### config.mk
export PLATFORM = sky130hd
export DESIGN_NAME = pc_unit
export DESIGN_NICKNAME = d
export VERILOG_FILES = /design/src/rtl/pc_unit.sv
export SDC_FILE = /design/constraint.sdc
export NUM_CORES = 1
export LEC_CHECK = 0
export CELL_PAD_IN_SITES_DETAIL_PLACEMENT = 0
export CELL_PAD_IN_SITES_GLOBAL_PLACEMENT = 1
export CORE_MARGIN = 8
export CORE_UTILIZATION = 34
export CTS_BUF_LIST = sky130_fd_sc_hd__clkbuf_4
export DETAILED_ROUTE_END_ITERATION = 10
export PLACE_DENSITY_LB_ADDON = 0.1
export SLEW_MARGIN = 20
export SYNTH_ARGS = -nofsm -noshare
export SYNTH_HDL_FRONTEND = slang
export SYNTH_SLANG_ARGS = --single-unit
export TNS_END_PERCENT = 5
### constraint.sdc
create_clock -name CLK -period 5.2 [get_ports CLK]
set_clock_uncertainty 0.05 [all_clocks]
set_input_delay 0.52 -clock CLK [delete_from_list [all_inputs] [get_ports CLK]]
set_output_delay 0.52 -clock CLK [all_outputs]
set_load 0.01 [all_outputs]
### src/rtl/pc_unit.sv
// pc_unit -- fetch-address generator for the MIPS core.
//
// Owns next-PC selection (exception, eret, jr, jump, branch, sequential),
// stall, halt/resume, a one-cycle boot state after reset, misaligned-target
// detection, the EPC register and an advanced-instruction counter.
//
// Ports:
//   CLK, RST            clock, synchronous active-high reset
//   STALL               hold PC/EPC/ADV_CNT; only EXC gets through
//   BR_TAKEN/BR_TGT     taken conditional branch and its target
//   JUMP/J_TGT          j/jal and its target
//   JR/JR_TGT           jr/jalr and its register target
//   EXC, ERET           synchronous exception request, exception return
//   HALT, RESUME        enter / leave HALTED
//   PC_curr, PC_plus4   registered fetch address and its +4 (wrapping)
//   PC_valid            high only in RUN
//   EPC                 PC of the faulting instruction
//   MISALIGN            one-cycle pulse after a misaligned redirect
//   STATE               00 BOOT, 01 RUN, 10 HALTED
//   ADV_CNT             number of PC loads performed in RUN (wraps)
module pc_unit #(
  parameter int          WL        = 32,
  parameter logic [31:0] RESET_VEC = 32'h0000_0000,
  parameter logic [31:0] EXC_VEC   = 32'h0000_0180,
  parameter int          CNT_W     = 32
) (
  input  logic             CLK,
  input  logic             RST,
  input  logic             STALL,
  input  logic             BR_TAKEN,
  input  logic [WL-1:0]    BR_TGT,
  input  logic             JUMP,
  input  logic [WL-1:0]    J_TGT,
  input  logic             JR,
  input  logic [WL-1:0]    JR_TGT,
  input  logic             EXC,
  input  logic             ERET,
  input  logic             HALT,
  input  logic             RESUME,
  output logic [WL-1:0]    PC_curr,
  output logic [WL-1:0]    PC_plus4,
  output logic             PC_valid,
  output logic [WL-1:0]    EPC,
  output logic             MISALIGN,
  output logic [1:0]       STATE,
  output logic [CNT_W-1:0] ADV_CNT
);

  localparam logic [WL-1:0] RST_V = RESET_VEC[WL-1:0];
  localparam logic [WL-1:0] EXC_V = EXC_VEC[WL-1:0];

  typedef enum logic [1:0] {
    BOOT   = 2'b00,
    RUN    = 2'b01,
    HALTED = 2'b10
  } state_t;

  state_t             state_q, state_d;
  logic [WL-1:0]      pc_q, pc_d;
  logic [WL-1:0]      epc_q, epc_d;
  logic [CNT_W-1:0]   cnt_q, cnt_d;
  logic               mis_q, mis_d;

  logic [WL-1:0]      pc_plus4;
  logic               tgt_sel;
  logic [WL-1:0]      tgt;

  assign pc_plus4 = pc_q + WL'(4);

  // Winning target among jr > jump > branch; eret is handled separately
  // because it bypasses the alignment check.
  always_comb begin
    tgt_sel = JR | JUMP | BR_TAKEN;
    if (JR)        tgt = JR_TGT;
    else if (JUMP) tgt = J_TGT;
    else           tgt = BR_TGT;
  end

  always_comb begin
    state_d = state_q;
    pc_d    = pc_q;
    epc_d   = epc_q;
    cnt_d   = cnt_q;
    mis_d   = 1'b0;
    case (state_q)
      BOOT: state_d = RUN;
      RUN: begin
        if (HALT) state_d = HALTED;
        // EXC beats both HALT and STALL; HALT still takes effect alongside.
        if (EXC) begin
          pc_d  = EXC_V;
          epc_d = pc_q;
          cnt_d = cnt_q + CNT_W'(1);
        end else if (!HALT && !STALL) begin
          cnt_d = cnt_q + CNT_W'(1);
          if (ERET) begin
            pc_d = epc_q;
          end else if (tgt_sel) begin
            if (tgt[1:0] != 2'b00) begin
              // Misaligned redirect becomes an exception on this instruction.
              pc_d  = EXC_V;
              epc_d = pc_q;
              mis_d = 1'b1;
            end else begin
              pc_d = tgt;
            end
          end else begin
            pc_d = pc_plus4;
          end
        end
      end
      HALTED: if (RESUME) state_d = RUN;
      default: state_d = BOOT;
    endcase
  end

  always_ff @(posedge CLK) begin
    if (RST) begin
      state_q <= BOOT;
      pc_q    <= RST_V;
      epc_q   <= '0;
      cnt_q   <= '0;
      mis_q   <= 1'b0;
    end else begin
      state_q <= state_d;
      pc_q    <= pc_d;
      epc_q   <= epc_d;
      cnt_q   <= cnt_d;
      mis_q   <= mis_d;
    end
  end

  assign PC_curr  = pc_q;
  assign PC_plus4 = pc_plus4;
  assign PC_valid = (state_q == RUN);
  assign EPC      = epc_q;
  assign MISALIGN = mis_q;
  assign STATE    = state_q;
  assign ADV_CNT  = cnt_q;

endmodule

==> run_results.csv, run 1 <==
group,metric,value,unit
die,die_h,147,µm
drt,wl_per_cell,19.6,µm
logic_synthesis,post_synth.cell_area_avg,7.90,µm²
drt,drt_iter0_drc,424,
worst_hold_path,min_path_type,"input port to flip-flop",
worst_setup_path,crit_chain,"ha_1 > nand4_1 > nor3_1 > nand3_1 > xnor2_1 > clkdlybuf4s50_1",
worst_setup_path,cpMaxStageDelayCell,"nor3_1",
drt,routed_via_density,5.39,
sta,hold_viol,0,
layout,fin_area,8460,µm²
cts,cts.repair.resized,0,
die,initial_core_util,34.2,%
layout,diodes,0,
cts,clk_pin_slew_worst_paths,0.15,ns
placed_design,dpl_cell_area,8310,µm²
drt,vias,6279,
die,fp.dieW,147,µm
die,rows,48,
worst_setup_path,critPathMaxStageDelay,0.69,ns
logic_synthesis,ys_warn_count,0,
logic_synthesis,ys_ff_latch,99,
cts,root_buffer,"clkbuf_4",
worst_setup_path,r2r_slack,2.41,ns
grt,grt_usage,20.4,%
die,ios,238,
worst_hold_path,holdPathEnd,"PC_curr[17]",
logic_synthesis,seq_area_frac_synth,34.0,%
logic_synthesis,yosys.area.top_type,"dfxtp_1",
layout,fin_util,49.6,%
worst_setup_path,cp.buffers_inverters,1,
power,powerDensity,180,nW/µm²
power,p_clk_share,30.4,%
worst_setup_path,reg2reg_depth,6,
cts,post_cts_buffers,0,
cts,htreeDepth,3,
logic_synthesis,netlist_top_cells_area,"dfxtp_1 34%, mux2i_1 10%, nor2_1 5.6%",
cts,clock_path_buffers,2,
worst_hold_path,whs_path_depth,4,
placed_design,gp_congestion,0.827,
logic_synthesis,ys_types,57,
logic_synthesis,synth_nets,846,
logic_synthesis,synth_top_cell_area_share,34.0,%
worst_setup_path,r2r_start,"STATE[0]",
placed_design,portBuffers,237,
worst_setup_path,critPathLaunchType,"flip-flop",
sta,clock.fmax,0.252,GHz
die,dieArea,21600,µm²
drt,drtAntennaViolNets,0,
sta,relSlewSlack,25.6,%
cts,ctsHoldBuffers,0,
worst_setup_path,cp_data_required_time,4.63,ns
worst_setup_path,crit_family,"simple AND/OR/NAND/NOR gates",
drt,routed_wl,22800,µm
sta,layout_min_cycle_time,3.97,ns
cts,cts_buffers,9,
sta,rsz0062_at_grt,"false",
cts,cts_tree,"done",
worst_setup_path,arrival,3.40,ns
drt,post-route-drc-count,0,
worst_setup_path,end_kind,"primary output",
layout,final_cells,1165,
power,power.internal,1110,µW
worst_hold_path,hp-start,"RST",
placed_design,hpwl,17400,µm
logic_synthesis,async_flop_share,0,%
die,core,17100,µm²
outcome,status,"completed",
logic_synthesis,synth-edff-count,0,
grt,grt_max_degree,73,
worst_setup_path,crit_type,"flip-flop to primary output",
layout,mostFrequentLayoutCell,"clkdlybuf4s50_1",
layout,syn2layout_area_growth,45.1,%
layout,layout-drive-gt1-share,3.62,%
sta,worst_pin_slew,1.12,ns
logic_synthesis,syn_inst,738,
sta,slew_viol_final,0,
power,pwr-share-seq,51.1,%
sta,fin_setup_tns,0,ns
placed_design,placed_cells,1151,
cts,clock_latency,0.47,ns
layout,nets,1045,
cts,clock-sinks,99,
layout,n_fill_cell,1642,
logic_synthesis,ys.flop_type,"dfxtp_1",
worst_setup_path,worstPathMaxFanout,7,
drt,first_pass_iters,5,
sta,setup_viol,0,
logic_synthesis,synth_area,5830,µm²
worst_setup_path,r2r_end,"ADV_CNT[24]",
power,leakagePower,0.00314,µW
grt,grt_pass1_wl,35200,µm
grt,antenna_found_initial,0,
power,p_comb_share,18.4,%
power,p_sw_share,27.1,%
power,vdd_ir_drop_max,0.000116,V
sta,period_share,76.3,%
grt,grt-ovfl-total,0,
grt,grt_pass1_vias,6278,
layout,mostFrequentLayoutCells,"234 x clkdlybuf4s50_1, 99 x dfxtp_1, 87 x nor2_1",
job,cap_violations,0,
power,power.switching,412,µW
## layer usage
| layer | track usage, % | part of all wire, % | vias up |
|---|---|---|---|
| met2 | 35.9 | 50 | 222 |
| met1 | 23.8 | 41 | 2968 |
| met4 | 6.53 | 2.3 | 0 |
| met5 | 0 | 0 | - |
| li1 | - | - | 3058 |
| met3 | 5.20 | 6.8 | 31 |
## worst max path at each step
| stage | start | depth (start not counted) | slack [ns] | endpoint |
|---|---|---|---|---|
| after floorplan | JUMP | 7 | 2.73 | EPC[0] |
| after global placement | ERET | 6 | 1.66 | EPC[13] |
| after detailed placement | ERET | 6 | 1.61 | PC_curr[16] |
| after CTS | PC_curr[2] | 6 | 1.26 | PC_plus4[22] |
| after global routing | PC_curr[2] | 6 | 1.03 | PC_plus4[20] |
| final | PC_curr[2] | 6 | 1.23 | PC_plus4[16] |
## synthesized netlist by cell type (4+ instances only)
library cell / n
dfxtp_1: 99
nor2_1: 87
nand2_1: 70
o21ai_0: 65
mux2i_1: 60
clkbuf_1: 44
xnor2_1: 33
a21oi_1: 30
nand3_1: 27
nor3_1: 20
xor2_1: 18
nor4_1: 15
inv_1: 14
nand4_1: 14
or3_1: 13
a221oi_1: 10
and3_1: 10
a21o_1: 8
nand2b_1: 7
a31oi_1: 6
and4_1: 6
o31ai_1: 6
a22oi_1: 5
a32o_1: 4
buf_2: 4
nor3b_1: 4
nor4b_1: 4
## registers in the layout, summed over array words and instances (netlist names)
signal and cells:
STATE 2, EPC 32, MISALIGN 1, ADV_CNT 32
PC_curr 32
## logic make-up after synthesis
kind of cell | count (synthesis) | share of synthesized area, %
flops | 99 | 34.0
mux | 62 | 10.7
simple gates | 284 | 23.5
buf+inv | 70 | 4.98
fa+ha+maj | 2 | 0.429
xor+xnor | 51 | 7.66
compound gates | 170 | 18.7
## power by group through the flow
stage | combinational, µW | clock, µW | sequential, µW
floorplan | 130 | 0 | 795
global placement | 277 | 0 | 795
detailed placement | 281 | 0 | 795
CTS | 282 | 476 | 779
global route | 301 | 508 | 781
finish | 280 | 463 | 779
## final cells by class
class / instances / area, µm² / share of cell area (%)
Tap cell: 225 / 282 / 3.33
Inverter: 15 / 56.3 / 0.665
Timing Repair Buffer: 243 / 2400 / 28.4
Clock inverter: 3 / 65.1 / 0.769
Clock buffer: 11 / 82.6 / 0.976
Sequential cell: 99 / 1980 / 23.4
Multi-Input combinational cell: 569 / 3590 / 42.4
## through the flow
stage	total power (µW)	hold WS [ns]	worst slack, ns
floorplan	925	0.446	2.73
CTS	1540	0.410	1.26
global route	1590	0.464	1.03
finish	1520	0.449	1.23
detailed placement	1080	0.447	1.61
global placement	1070	0.414	1.66
## worst reg2reg max path: stages, from the launching register on
cell and delay [ns]:
dfxtp_1 0.47, nand2b_1 0.22, inv_1 0.26, nand3_1 0.45, or4_1 0.75, or3_1 0.38
a21oi_1 0.14
Note: power is estimated with default switching activity, not from simulation.
==> run 2: changes to the inputs <==
--- a/config.mk
+++ b/config.mk
@@ -8,7 +8,7 @@
 export CELL_PAD_IN_SITES_DETAIL_PLACEMENT = 0
 export CELL_PAD_IN_SITES_GLOBAL_PLACEMENT = 1
 export CORE_MARGIN = 8
-export CORE_UTILIZATION = 34
+export CORE_UTILIZATION = 32
 export CTS_BUF_LIST = sky130_fd_sc_hd__clkbuf_4
 export DETAILED_ROUTE_END_ITERATION = 10
 export PLACE_DENSITY_LB_ADDON = 0.1
==> constraint.sdc (replaced) <==
create_clock -name CLK -period 4.1 [get_ports CLK]
set_clock_uncertainty 0.05 [all_clocks]
set_input_delay 0.41 -clock CLK [delete_from_list [all_inputs] [get_ports CLK]]
set_output_delay 0.41 -clock CLK [all_outputs]
set_load 0.01 [all_outputs]
==> run 2 against run 1 <==
- die area grew 5.6%
- setup slack lost 0.76 ns
- final cell count grew 1.1%
- critical path type unchanged
- largest power group unchanged
- highest routed layer unchanged
==> run_results.csv, run 2 (synthesis gave the netlist of run 1 again) <==
group,metric,value,unit
worst_setup_path,critPathLaunchType,"flip-flop",
layout,fin_area,8510,µm²
drt,routed_via_density,5.32,
grt,grt_pass1_vias,6329,
drt,wl_per_cell,19.9,µm
drt,routed_wl,23500,µm
sta,worst_pin_slew,1.07,ns
drt,drt_iter0_drc,407,
worst_setup_path,worstPathMaxFanout,7,
grt,antenna_found_initial,1,
layout,syn2layout_area_growth,46.0,%
drt,drtAntennaViolNets,0,
power,vdd_ir_drop_max,0.000201,V
worst_setup_path,crit_chain,"ha_1 > nand4_1 > or3_1 > nor4_1 > xor2_1 > clkdlybuf4s50_1",
job,cap_violations,0,
worst_setup_path,cpMaxStageDelayCell,"clkdlybuf4s50_1",
worst_setup_path,critPathMaxStageDelay,0.58,ns
layout,multiInputGateArea,3590,µm²
placed_design,post-place-ws,0.949,ns
cts,root_buffer,"clkbuf_4",
cts,cts.repair.resized,0,
power,p_sw_share,28.7,%
sta,relSlewSlack,28.9,%
layout,mostFrequentLayoutCell,"clkdlybuf4s50_1",
layout,fin_util,47.5,%
worst_setup_path,crit_type,"flip-flop to primary output",
outcome,status,"completed",
drt,first_pass_iters,5,
cts,clock_latency,0.50,ns
drt,post-route-drc-count,0,
sta,period_share,88.5,%
die,die_h,151,µm
die,rows,49,
cts,cts_buffers,9,
power,pwr-share-seq,52.3,%
power,leakagePower,0.00316,µW
power,power.switching,543,µW
placed_design,portBuffers,237,
cts,htreeDepth,3,
grt,grt_max_degree,73,
worst_setup_path,r2r_slack,1.38,ns
layout,n_fill_cell,1770,
cts,ctsHoldBuffers,0,
sta,setup_viol,0,
power,p_comb_share,19.3,%
power,powerDensity,222,nW/µm²
layout,mostFrequentLayoutCells,"234 x clkdlybuf4s50_1, 99 x dfxtp_1, 87 x nor2_1",
sta,hold_viol,0,
grt,grt-ovfl-total,0,
placed_design,hpwl,17900,µm
placed_design,dpl_cell_area,8380,µm²
grt,grt_pass1_wl,35900,µm
worst_hold_path,min_path_type,"input port to flip-flop",
cts,cts_tree,"done",
layout,regArea,1980,µm²
power,power.internal,1350,µW
sta,rsz0062_at_grt,"false",
die,initial_core_util,32.6,%
layout,layout-drive-gt1-share,4.22,%
cts,clock_path_buffers,2,
layout,nets,1051,
power,p_total,1890,µW
sta,layout_min_cycle_time,3.63,ns
cts,clk_pin_slew_worst_paths,0.15,ns
die,dieArea,22800,µm²
cts,clock-sinks,99,
die,fp.dieW,151,µm
cts,post_cts_buffers,0,
drt,vias,6268,
sta,clock.fmax,0.276,GHz
worst_setup_path,cp_data_required_time,3.64,ns
placed_design,gp_congestion,0.861,
die,ios,238,
worst_setup_path,end_kind,"primary output",
sta,final.setup.worst_slack,0.472,ns
sta,fin_setup_tns,0,ns
sta,slew_viol_final,0,
grt,grt_usage,20.3,%
worst_setup_path,arrival,3.17,ns
die,core,17900,µm²
power,p_clk_share,28.4,%
-- run 2: changes by cell type in the layout (fill, tap and decap cells not counted), sizes merged --
| cell | previous run | this run |
|---|---|---|
| clkinv | 2 | 4 |
| bufinv | 2 | 1 |
| diode | 0 | 2 |
| clkinvlp | 0 | 1 |
| buf | 9 | 15 |
| clkbuf | 11 | 10 |
-- run 2: power groups by stage --
| stage | Clock, µW | Sequential, µW | Combinational (µW) |
|---|---|---|---|
| final | 537 | 988 | 364 |
| after global routing | 595 | 990 | 393 |
| after CTS | 553 | 988 | 367 |
| after detailed placement | 0 | 1010 | 365 |
| after global placement | 0 | 1010 | 362 |
| after floorplan | 0 | 1010 | 165 |
-- run 2: critical path, delay by kind of cell, from the launching register on --
family | cells | cell delay (ns)
xor gates and xnor gates | 1 | 0.25
and+or+nand+nor | 3 | 1.07
adders and majority gates | 1 | 0.29
buffers and inverters | 1 | 0.58
DFF | 1 | 0.49
-- run 2: area by class of cell --
class / instances / share of cell area (%)
Tap cell: 229 / 3.37
Timing Repair Buffer: 249 / 28.9
Sequential cell: 99 / 23.3
Clock buffer: 10 / 0.882
Multi-Input combinational cell: 569 / 42.2
Clock inverter: 5 / 0.647
Inverter: 15 / 0.662
Antenna cell: 2 / 0.0588
-- run 2: per-layer routing --
layer  vias to the layer above  track usage, %  wire [µm]
li1                       3067               -          -
met2                       209            34.3      11500
met3                        33            5.80       1820
met1                      2959            24.0       9600
met4                         0            7.27        585
met5                         -               0          0
-- run 2: path summary, 6_finish.rpt --
path               start      endpoint  depth (start not counted)
max           PC_curr[2]  PC_plus4[30]                          6
min                  RST   PC_curr[14]                          4
max reg2reg   ADV_CNT[5]   ADV_CNT[31]                          5
min reg2reg  ADV_CNT[31]   ADV_CNT[31]                          2
-- run 2: stage by stage --
stage,cells,hold WS (ns)
final,1178,0.321
after global routing,1178,0.342
after CTS,1176,0.318
after detailed placement,1161,0.427
after global placement,1161,0.414
after floorplan,738,0.446
